==> src/rtl/alien_shot_launcher.sv <==
// Alien shot launcher: picks one bottom-row alien pixel per frame from the scan stream
// and issues a one-cycle missile launch after a randomised frame cooldown.
module alien_shot_launcher #(
  parameter int unsigned COOLDOWN_FRAMES = 30,
  parameter int unsigned JITTER_BITS     = 4,
  parameter logic [15:0] LFSR_SEED       = 16'hACE1
) (
  input  logic        clk,
  input  logic        resetN,
  input  logic        startOfFrame,
  input  logic        playGame,
  input  logic [10:0] pixelX,
  input  logic [10:0] pixelY,
  input  logic        bottomAlien,
  input  logic [1:0]  alienType,
  input  logic        matrixDefeated,
  input  logic        missileActive,
  output logic        launch,
  output logic [10:0] launchX,
  output logic [10:0] launchY,
  output logic [1:0]  launchType,
  output logic        busy
);

  localparam int unsigned CD_W   = 16;
  localparam int unsigned CAND_W = 8;
  localparam int unsigned POS_W  = 11;
  localparam int unsigned TYPE_W = 2;
  localparam logic [CD_W-1:0] CD_BASE  = CD_W'(COOLDOWN_FRAMES);
  localparam logic [15:0]     JIT_MASK = 16'((32'd1 << JITTER_BITS) - 32'd1);

  typedef enum logic [2:0] {
    S_IDLE, S_COOLDOWN, S_SEEK, S_FIRE, S_WAIT_CLEAR
  } state_t;

  typedef enum logic [1:0] {
    CD_HOLD, CD_DEC, CD_LD_BASE, CD_LD_JIT
  } cd_op_t;

  state_t state, state_next;
  cd_op_t cd_op;

  logic [15:0]       lfsr;
  logic              bottom_d;
  logic [CD_W-1:0]   cd_cnt;
  logic [CD_W-1:0]   cd_reload;
  logic [CAND_W-1:0] target;
  logic [CAND_W-1:0] cand_cnt;
  logic              first_valid, tgt_valid;
  logic [POS_W-1:0]  first_x, first_y, tgt_x, tgt_y, sel_x, sel_y;
  logic [TYPE_W-1:0] first_type, tgt_type, sel_type;
  logic              seen_active;
  logic [1:0]        wc_frames;
  logic              cand_edge;
  logic              launch_d, seek_entry, scan_capture, sel_latch;

  assign cand_edge = bottomAlien & ~bottom_d;
  assign cd_reload = CD_BASE + CD_W'(lfsr & JIT_MASK);

  // State register
  always_ff @(posedge clk or negedge resetN) begin
    if (!resetN) state <= S_IDLE;
    else         state <= state_next;
  end

  // Next-state logic; playGame=0 overrides matrixDefeated, which overrides everything else
  always_comb begin
    state_next = state;
    unique case (state)
      S_IDLE:       if (playGame) state_next = S_COOLDOWN;
      S_COOLDOWN:   if (startOfFrame && cd_cnt == '0) state_next = S_SEEK;
      S_SEEK:       if (startOfFrame) state_next = (tgt_valid || first_valid) ? S_FIRE : S_COOLDOWN;
      S_FIRE:       if (!missileActive) state_next = S_WAIT_CLEAR;
      S_WAIT_CLEAR: if ((seen_active && !missileActive) ||
                        (!seen_active && startOfFrame && wc_frames == 2'd1))
                      state_next = S_COOLDOWN;
      default:      state_next = S_IDLE;
    endcase
    if (matrixDefeated && state != S_IDLE) state_next = S_COOLDOWN;
    if (!playGame) state_next = S_IDLE;
  end

  // Control strobes derived from the transition being taken
  always_comb begin
    launch_d     = 1'b0;
    seek_entry   = 1'b0;
    scan_capture = 1'b0;
    sel_latch    = 1'b0;
    cd_op        = CD_HOLD;
    launch_d     = (state == S_FIRE) && (state_next == S_WAIT_CLEAR);
    seek_entry   = (state == S_COOLDOWN) && (state_next == S_SEEK);
    scan_capture = (state == S_SEEK) && (state_next == S_SEEK) && !startOfFrame && cand_edge;
    sel_latch    = (state == S_SEEK) && (state_next == S_FIRE);
    if (state_next == S_COOLDOWN) begin
      if (state == S_SEEK && !matrixDefeated)          cd_op = CD_LD_BASE;
      else if (state == S_COOLDOWN && !matrixDefeated) cd_op = startOfFrame ? CD_DEC : CD_HOLD;
      else                                             cd_op = CD_LD_JIT;
    end
  end

  // Datapath: LFSR, cooldown, candidate scan, selection and registered outputs
  always_ff @(posedge clk or negedge resetN) begin
    if (!resetN) begin
      lfsr        <= LFSR_SEED;
      bottom_d    <= 1'b0;
      cd_cnt      <= '0;
      target      <= '0;
      cand_cnt    <= '0;
      first_valid <= 1'b0;
      first_x     <= '0;
      first_y     <= '0;
      first_type  <= '0;
      tgt_valid   <= 1'b0;
      tgt_x       <= '0;
      tgt_y       <= '0;
      tgt_type    <= '0;
      sel_x       <= '0;
      sel_y       <= '0;
      sel_type    <= '0;
      seen_active <= 1'b0;
      wc_frames   <= '0;
      launch      <= 1'b0;
      launchX     <= '0;
      launchY     <= '0;
      launchType  <= '0;
      busy        <= 1'b0;
    end else begin
      if (startOfFrame) lfsr <= {lfsr[0] ^ lfsr[2] ^ lfsr[3] ^ lfsr[5], lfsr[15:1]};
      bottom_d <= startOfFrame ? 1'b0 : bottomAlien;

      unique case (cd_op)
        CD_DEC:     cd_cnt <= cd_cnt - CD_W'(1);
        CD_LD_BASE: cd_cnt <= CD_BASE;
        CD_LD_JIT:  cd_cnt <= cd_reload;
        default:    cd_cnt <= cd_cnt;
      endcase

      if (seek_entry) target <= lfsr[11:4];

      if (seek_entry || matrixDefeated) begin
        cand_cnt    <= '0;
        first_valid <= 1'b0;
        tgt_valid   <= 1'b0;
      end else if (scan_capture) begin
        if (!first_valid) begin
          first_valid <= 1'b1;
          first_x     <= pixelX;
          first_y     <= pixelY;
          first_type  <= alienType;
        end
        if (cand_cnt == target) begin
          tgt_valid <= 1'b1;
          tgt_x     <= pixelX;
          tgt_y     <= pixelY;
          tgt_type  <= alienType;
        end
        if (cand_cnt != '1) cand_cnt <= cand_cnt + CAND_W'(1);
      end

      if (sel_latch) begin
        sel_x    <= tgt_valid ? tgt_x    : first_x;
        sel_y    <= tgt_valid ? tgt_y    : first_y;
        sel_type <= tgt_valid ? tgt_type : first_type;
      end

      // Missile-clear tracking with a two-frame timeout if the missile never appears
      if (state != S_WAIT_CLEAR) begin
        seen_active <= 1'b0;
        wc_frames   <= '0;
      end else begin
        seen_active <= seen_active | missileActive;
        if (startOfFrame && !seen_active && wc_frames != 2'd3) wc_frames <= wc_frames + 2'd1;
      end

      launch <= launch_d;
      if (launch_d) begin
        launchX    <= sel_x;
        launchY    <= (sel_y == '1) ? sel_y : sel_y + POS_W'(1);
        launchType <= sel_type;
      end
      busy <= (state_next != S_IDLE);
    end
  end

endmodule
==> config.mk <==
export PLATFORM = sky130hd
export DESIGN_NAME = alien_shot_launcher
export DESIGN_NICKNAME = d
export VERILOG_FILES = /design/src/rtl/alien_shot_launcher.sv
export SDC_FILE = /design/constraint.sdc
export NUM_CORES = 1
export LEC_CHECK = 0
export BUFFER_PORTS_ARGS = -buffer_cell sky130_fd_sc_hd__buf_2
export CELL_PAD_IN_SITES_DETAIL_PLACEMENT = 1
export CELL_PAD_IN_SITES_GLOBAL_PLACEMENT = 1
export CORE_ASPECT_RATIO = 2
export CORE_MARGIN = 2
export CORE_UTILIZATION = 43
export DETAILED_ROUTE_END_ITERATION = 6
export PLACE_DENSITY_LB_ADDON = 0.1
export SETUP_SLACK_MARGIN = 0.05
export SLEW_MARGIN = 20
export SYNTH_ARGS = -nofsm -noshare
export SYNTH_HDL_FRONTEND = slang
export SYNTH_SLANG_ARGS = --single-unit
==> constraint.sdc <==
create_clock -name clk -period 2.3 [get_ports clk]
set_clock_uncertainty 0.15 [all_clocks]
set_input_delay 0.345 -clock clk [delete_from_list [all_inputs] [get_ports clk]]
set_output_delay 0.345 -clock clk [all_outputs]
set_load 0.02 [all_outputs]
* Yosys cells after proc, flatten, opt, wreduce, memory -nomap -nowiden *
Index checks and enable logic that the tools add are counted.

word-level totals
  register bits = 155
  bits of input ports = 31
  output and inout port bits = 26
  logic and storage cells = 117

operators by class
  add/subtract/negate cells = 5
  eq/ne operators = 17
  multiplexer cells = 29
  bitwise logic cells = 8
  reduce and logical (&&, ||, !) cells = 34

operator list
  kind                   count
  $pmux 16 s3            1
  $mux 11                3
  $mux 8                 3
  $mux 3                 6
  $logic_not 16->1       1
  $sub 16x1->16 const B  1
  $pmux 3 s5             1
  $logic_and 1x1->1      14
  $mux 2                 7
  $eq 3x2->1 const B     4
  $add 11x1->11 const B  1
  $eq 11x11->1 const B   1
  $reduce_bool 3->1      3
  $add 8x1->8 const B    1
  $eq 8x8->1             1
  $mux 1                 8
  $ne 8x8->1 const B     1
  $reduce_bool 2->1      4
  $add 5x4->6 const A    1
  $eq 3x1->1 const B     2
  $eq 3x3->1 const B     2
  $reduce_and 3->1       2
  $eq 2x1->1 const B     2
  $eq 2x2->1 const B     2
  11 further kinds       21

* Logic depth before layout (Yosys ltp) *
  depth after elaboration = 14
  gate-level depth with buffers = 9
  mapped depth without buffers = 8

* Least setup slack after synthesis *
Ideal clock, no wire load.

  kind = reg-to-reg
  start point = reg state[2]
  end point = reg tgt_x[0]
  library setup time = 0.125 ns
  arrival = 2.229 ns
  data required time = 2.025 ns
  slack = -0.204 ns
  stages on the path, launching flop included = 9
  buffers on the path = 4
  clock period less this slack = 2.504 ns
  cell sequence = dfrtp_1 -> buf_6 -> nand4bb_1 -> or4b_1 -> buf_2 -> or3_1 -> buf_6 -> buf_6 -> mux2_4

on the way
  longest elaborated chain between the ends = 9
  elaborated cells on any way between the ends = 22
  classes of those cells = eq/ne: 5; mux: 7; bitwise: 1; reduce/logical: 9

RTL lines
  element                                                RTL line  source
  from (decl)                                            40        state_t state, state_next;
  from (signal assigned)                                 63        else state <= state_next;
  $eq 3x3->1 (tied with other cells)                     69        unique case (state)
  $pmux 3 s5 or $logic_and 1x1->1 (tied branches)        69, 79
  $mux 3                                                 79        if (matrixDefeated && state != S_IDLE) state_next = S_COOLDOWN;
  $mux 3                                                 80        if (!playGame) state_next = S_IDLE;
  $eq 3x2->1                                             91, 92
  $logic_and 1x1->1 (on tied branches)                   92, 91
  $logic_and 1x1->1 or $logic_or 1x1->1 (tied branches)  92, 140
  $logic_and 1x1->1 or $not 1->1 (tied branches)         n/a
  $reduce_and 3->1 (no source line) *                    n/a
  to (signal assigned)                                   153       tgt_x <= pixelX;
  to (decl)                                              50        logic [POS_W-1:0] first_x, first_y, tgt_x, tgt_y, sel_x, sel_y;

Mark *: on every way between the ends. The rest lies on a longest branch, timed or not.
A chain may end at the register's enable or synchronous reset.

* Worst setup path in the final report *
  start point = reg cd_cnt[1]
  end point = reg cd_cnt[3]

on the way
  longest elaborated chain between the ends = 10
  elaborated cells on any way between the ends = 14
  classes of those cells = add/sub: 1; eq/ne: 4; mux: 6; reduce/logical: 3

RTL lines
  element                                           RTL line  source
  from (decl)                                       45        logic [CD_W-1:0] cd_cnt;
  from (signal assigned)                            132       CD_DEC: cd_cnt <= cd_cnt - CD_W'(1);
  from (signal assigned)                            134       CD_LD_JIT: cd_cnt <= cd_reload;
  from (signal assigned)                            135       default: cd_cnt <= cd_cnt;
  $logic_not 16->1                                  71        S_COOLDOWN: if (startOfFrame && cd_cnt == '0) state_next = S_SEEK;
  $logic_and 1x1->1                                 71
  $mux 3                                            71
  $pmux 3 s5                                        69
  $mux 3                                            79
  $mux 3                                            80
  $eq 3x1->1                                        94        if (state_next == S_COOLDOWN) begin
  $mux 2                                            94
  $eq 2x2->1 or $eq 2x1->1 (tied branches)          131       unique case (cd_op)
  $pmux 16 s3 or $reduce_bool 3->1 (tied branches)  n/a

Several ways; a longest one is shown, not always the timed one.

==> impl_metrics.json <==
{
  "wl_per_cell_um": 20.0,
  "layout_min_cycle_time_ps": 2380,
  "cp.required_ps": 2460,
  "holdWs_ps": 17.2,
  "synth_nets": 670,
  "cts.path.max_buffers": 2,
  "hold_viol_final": 0,
  "crit_slowest_cell": "dfrtp_1",
  "status": "finished, violations left",
  "wirelength_mm": 19.7,
  "layout_common_cells": "dfrtp_1 (145), buf_4 (66), nand2_1 (58), buf_2 (55), mux2_2 (40)",
  "grt_max_degree": 53,
  "drc": 0,
  "maxCapViolCount": 0,
  "antennaDiodeCount": 0,
  "ir_drop_mv": 0.556,
  "cpPeakStageDelay_ps": 410,
  "synth.top_cell.area_share_pct": 51.6,
  "nNetsFinal": 805,
  "grt-ovfl-total": 0,
  "ys_seq_area_share_pct": 54.5,
  "clk_latency_ps": 430,
  "final_common_cell": "dfrtp_1",
  "setup_viol": 27,
  "die_y_um": 186,
  "synth_edf_count": 0,
  "post-route-period-util_pct": 103,
  "cp.arrival_ps": 2530,
  "synthFlopType": "dfrtp_1",
  "ios": 57,
  "yosysWarnings": 0,
  "clock_sinks": 155,
  "path_cells": "inv_2, ha_4, nor4bb_4, nand4_1, o211a_1, o211ai_1, buf_4, nor2_1, o22a_1",
  "worst-setup-path-type": "reg2reg",
  "synthesis.area_um2": 7130,
  "slew_headroom_pct": 65.3,
  "cp-end-kind": "register",
  "yosys.area.top_type": "dfrtp_1",
  "dp_hpwl_mm": 12.5,
  "drtPass1Iterations": 4,
  "vias_per_cell": 5.50,
  "final_area_um2": 9550,
  "cp_num_buf_inv": 2,
  "num_rows": 66,
  "cp_top_family": "compound AO/OA/AOI/OAI gates",
  "drtIter0Drc": 140,
  "power_mw": 7.29,
  "rsz0062_at_grt": "true",
  "die_x_um": 95.1,
  "antenna_found_initial": 0,
  "yosys.cell_types.count": 55,
  "cts.clk_slew.worst_paths_ps": 70,
  "async_reset_ff_share_pct": 100,
  "antenna_left": 0,
  "via_count": 5410,
  "post_synth_inst_count": 631,
  "start_kind": "register",
  "grt_pass1_wl_mm": 29.8,
  "drive_gt1_share_pct": 42.6,
  "start_util_pct": 43.8,
  "p_leak_nw": 4.56,
  "syn_avg_cell_area_um2": 11.3,
  "dieArea_um2": 17700,
  "gp_congestion": 0.856,
  "synthToLayoutAreaGrowth_pct": 33.9,
  "hold_class": "in2reg",
  "ctsRootBufferMaster": "clkbuf_16",
  "max_freq_ghz": 0.421,
  "cts_buffers": 17,
  "grtUsageTotal_pct": 22.1,
  "cts_tree": "built",
  "path_max_fanout": 8,
  "reg2reg_slack_ps": -80,
  "violations": "negative setup slack",
  "h-tree-depth": 4,
  "setup_ws_ps": -78.1,
  "ys_top_cells_by_area": "dfrtp_1 (52%), mux2_2 (7.9%), mux2_4 (4.0%)",
  "drv_slew": 0,
  "port-buffer-count": 56,
  "ys_ff_latch": 155,
  "powerDensity_nw_per_um2": 764,
  "core-area_um2": 16300,
  "post_dp_cell_area_um2": 8140,
  "worstMarginPinSlew_ps": 521,
  "grt_pass1_vias": 6040
}
==> per-stage QoR <==
step / setup slack (ps) / util [%] / setup TNS [ps] / cells
detailed placement: -181 / 50.0 / -6950 / 929
global route: -255 / 58.7 / -7450 / 983
floorplan: -131 / - / -4710 / 631
finish: -78.1 / 58.7 / -741 / 983
CTS: -15.5 / 55.7 / -47.4 / 972
global placement: -102 / 50.0 / -3590 / 929
==> cell type report <==
cell class | instances | area [um^2]
clock buffers | 21 | 470
repair buffers | 148 | 1190
flip-flops and latches | 155 | 3890
inverters | 16 | 60.1
clock inverters | 11 | 229
fillers | 1680 | 6720
well taps | 204 | 255
multi-input cells | 428 | 3450
==> flip-flops by register name (all words and copies together) (netlist names), 2 cells and up <==
signal      flops
cd_cnt         16
lfsr           16
first_x        11
first_y        11
launchX        11
launchY        11
sel_x          11
sel_y          11
tgt_x          11
tgt_y          11
cand_cnt        8
target          8
state           3
first_type      2
launchType      2
sel_type        2
tgt_type        2
wc_frames       2
==> Yosys cell counts, drive strengths merged (2+ instances only) <==
master,count
dfrtp,147
mux2,69
nand2,62
nor2,62
a21oi,39
mux2i,28
o21ai,25
clkbuf,19
xnor2,19
inv,15
buf,13
o31ai,11
nand4,10
nor3,10
dfstp,8
ha,8
nand3,7
nand2b,6
o21a,6
xor2,6
nor2b,5
nor4,5
or3,5
and3,4
or2,4
o22a,3
o31a,3
o41ai,3
a211o,2
a31oi,2
a41o,2
and2,2
nand3b,2
nor3b,2
o41a,2
==> final timing paths <==
check	startpoint	to	cells past startpoint
worst max-delay path	cd_cnt[1]	cd_cnt[3]	9
min in group asynchronous	resetN	launchX[6]	2
worst max register to register	cd_cnt[1]	cd_cnt[3]	9
worst min-delay path	pixelX[5]	first_x[5]	2
max in group asynchronous	resetN	cd_cnt[3]	3
worst min register to register	launchX[10]	launchX[10]	2
==> logic make-up (layout without fill, tap and decap cells) <==
logic type / Yosys count / in the layout / share of synthesized area [%]
AO/OA/AOI/OAI: 104 / 104 / 9.25
XOR/XNOR: 25 / 25 / 3.07
adder cells (fa/ha/maj): 9 / 9 / 1.54
buffers and inverters: 48 / 196 / 3.04
flip-flops: 155 / 155 / 54.5
multiplexers: 97 / 97 / 15.8
AND/OR/NAND/NOR: 193 / 193 / 12.7
==> worst register-to-register path, delay by kind of cell, from the launching register on <==
family                     cells  cell delay (ps)
adders and majority gates      1              130
DFF                            1              410
AOI/OAI and AO/OA              3              800
and+or+nand+nor                3              420
buffers and inverters          2              330
==> timing repair <==
item,in CTS,in global routing
gates resized for setup,30,95
cloned,0,6
hold buffers,6,0
pin swaps,14,18
hold endpoints to repair,55,0
setup endpoints to repair,99,109
buffers inserted,6,6
==> power by group <==
part | switching, mW | total, mW | internal, mW | leakage [nW]
Combinational | 0.435 | 0.863 | 0.429 | 2.12
Sequential | 0.152 | 3.11 | 2.96 | 2.09
Clock | 1.17 | 3.32 | 2.15 | 0.342
Total | 1.76 | 7.29 | 5.54 | 4.56
==> per-layer routing <==
| layer | track usage [%] | routed length (um) |
|---|---|---|
| met1 | 22.5 | 6870 |
| met3 | 3.72 | 424 |
| met4 | 11.0 | 716 |
| met5 | 0 | 0 |
| met2 | 42.0 | 11700 |
(Power assumes the default switching activity.)
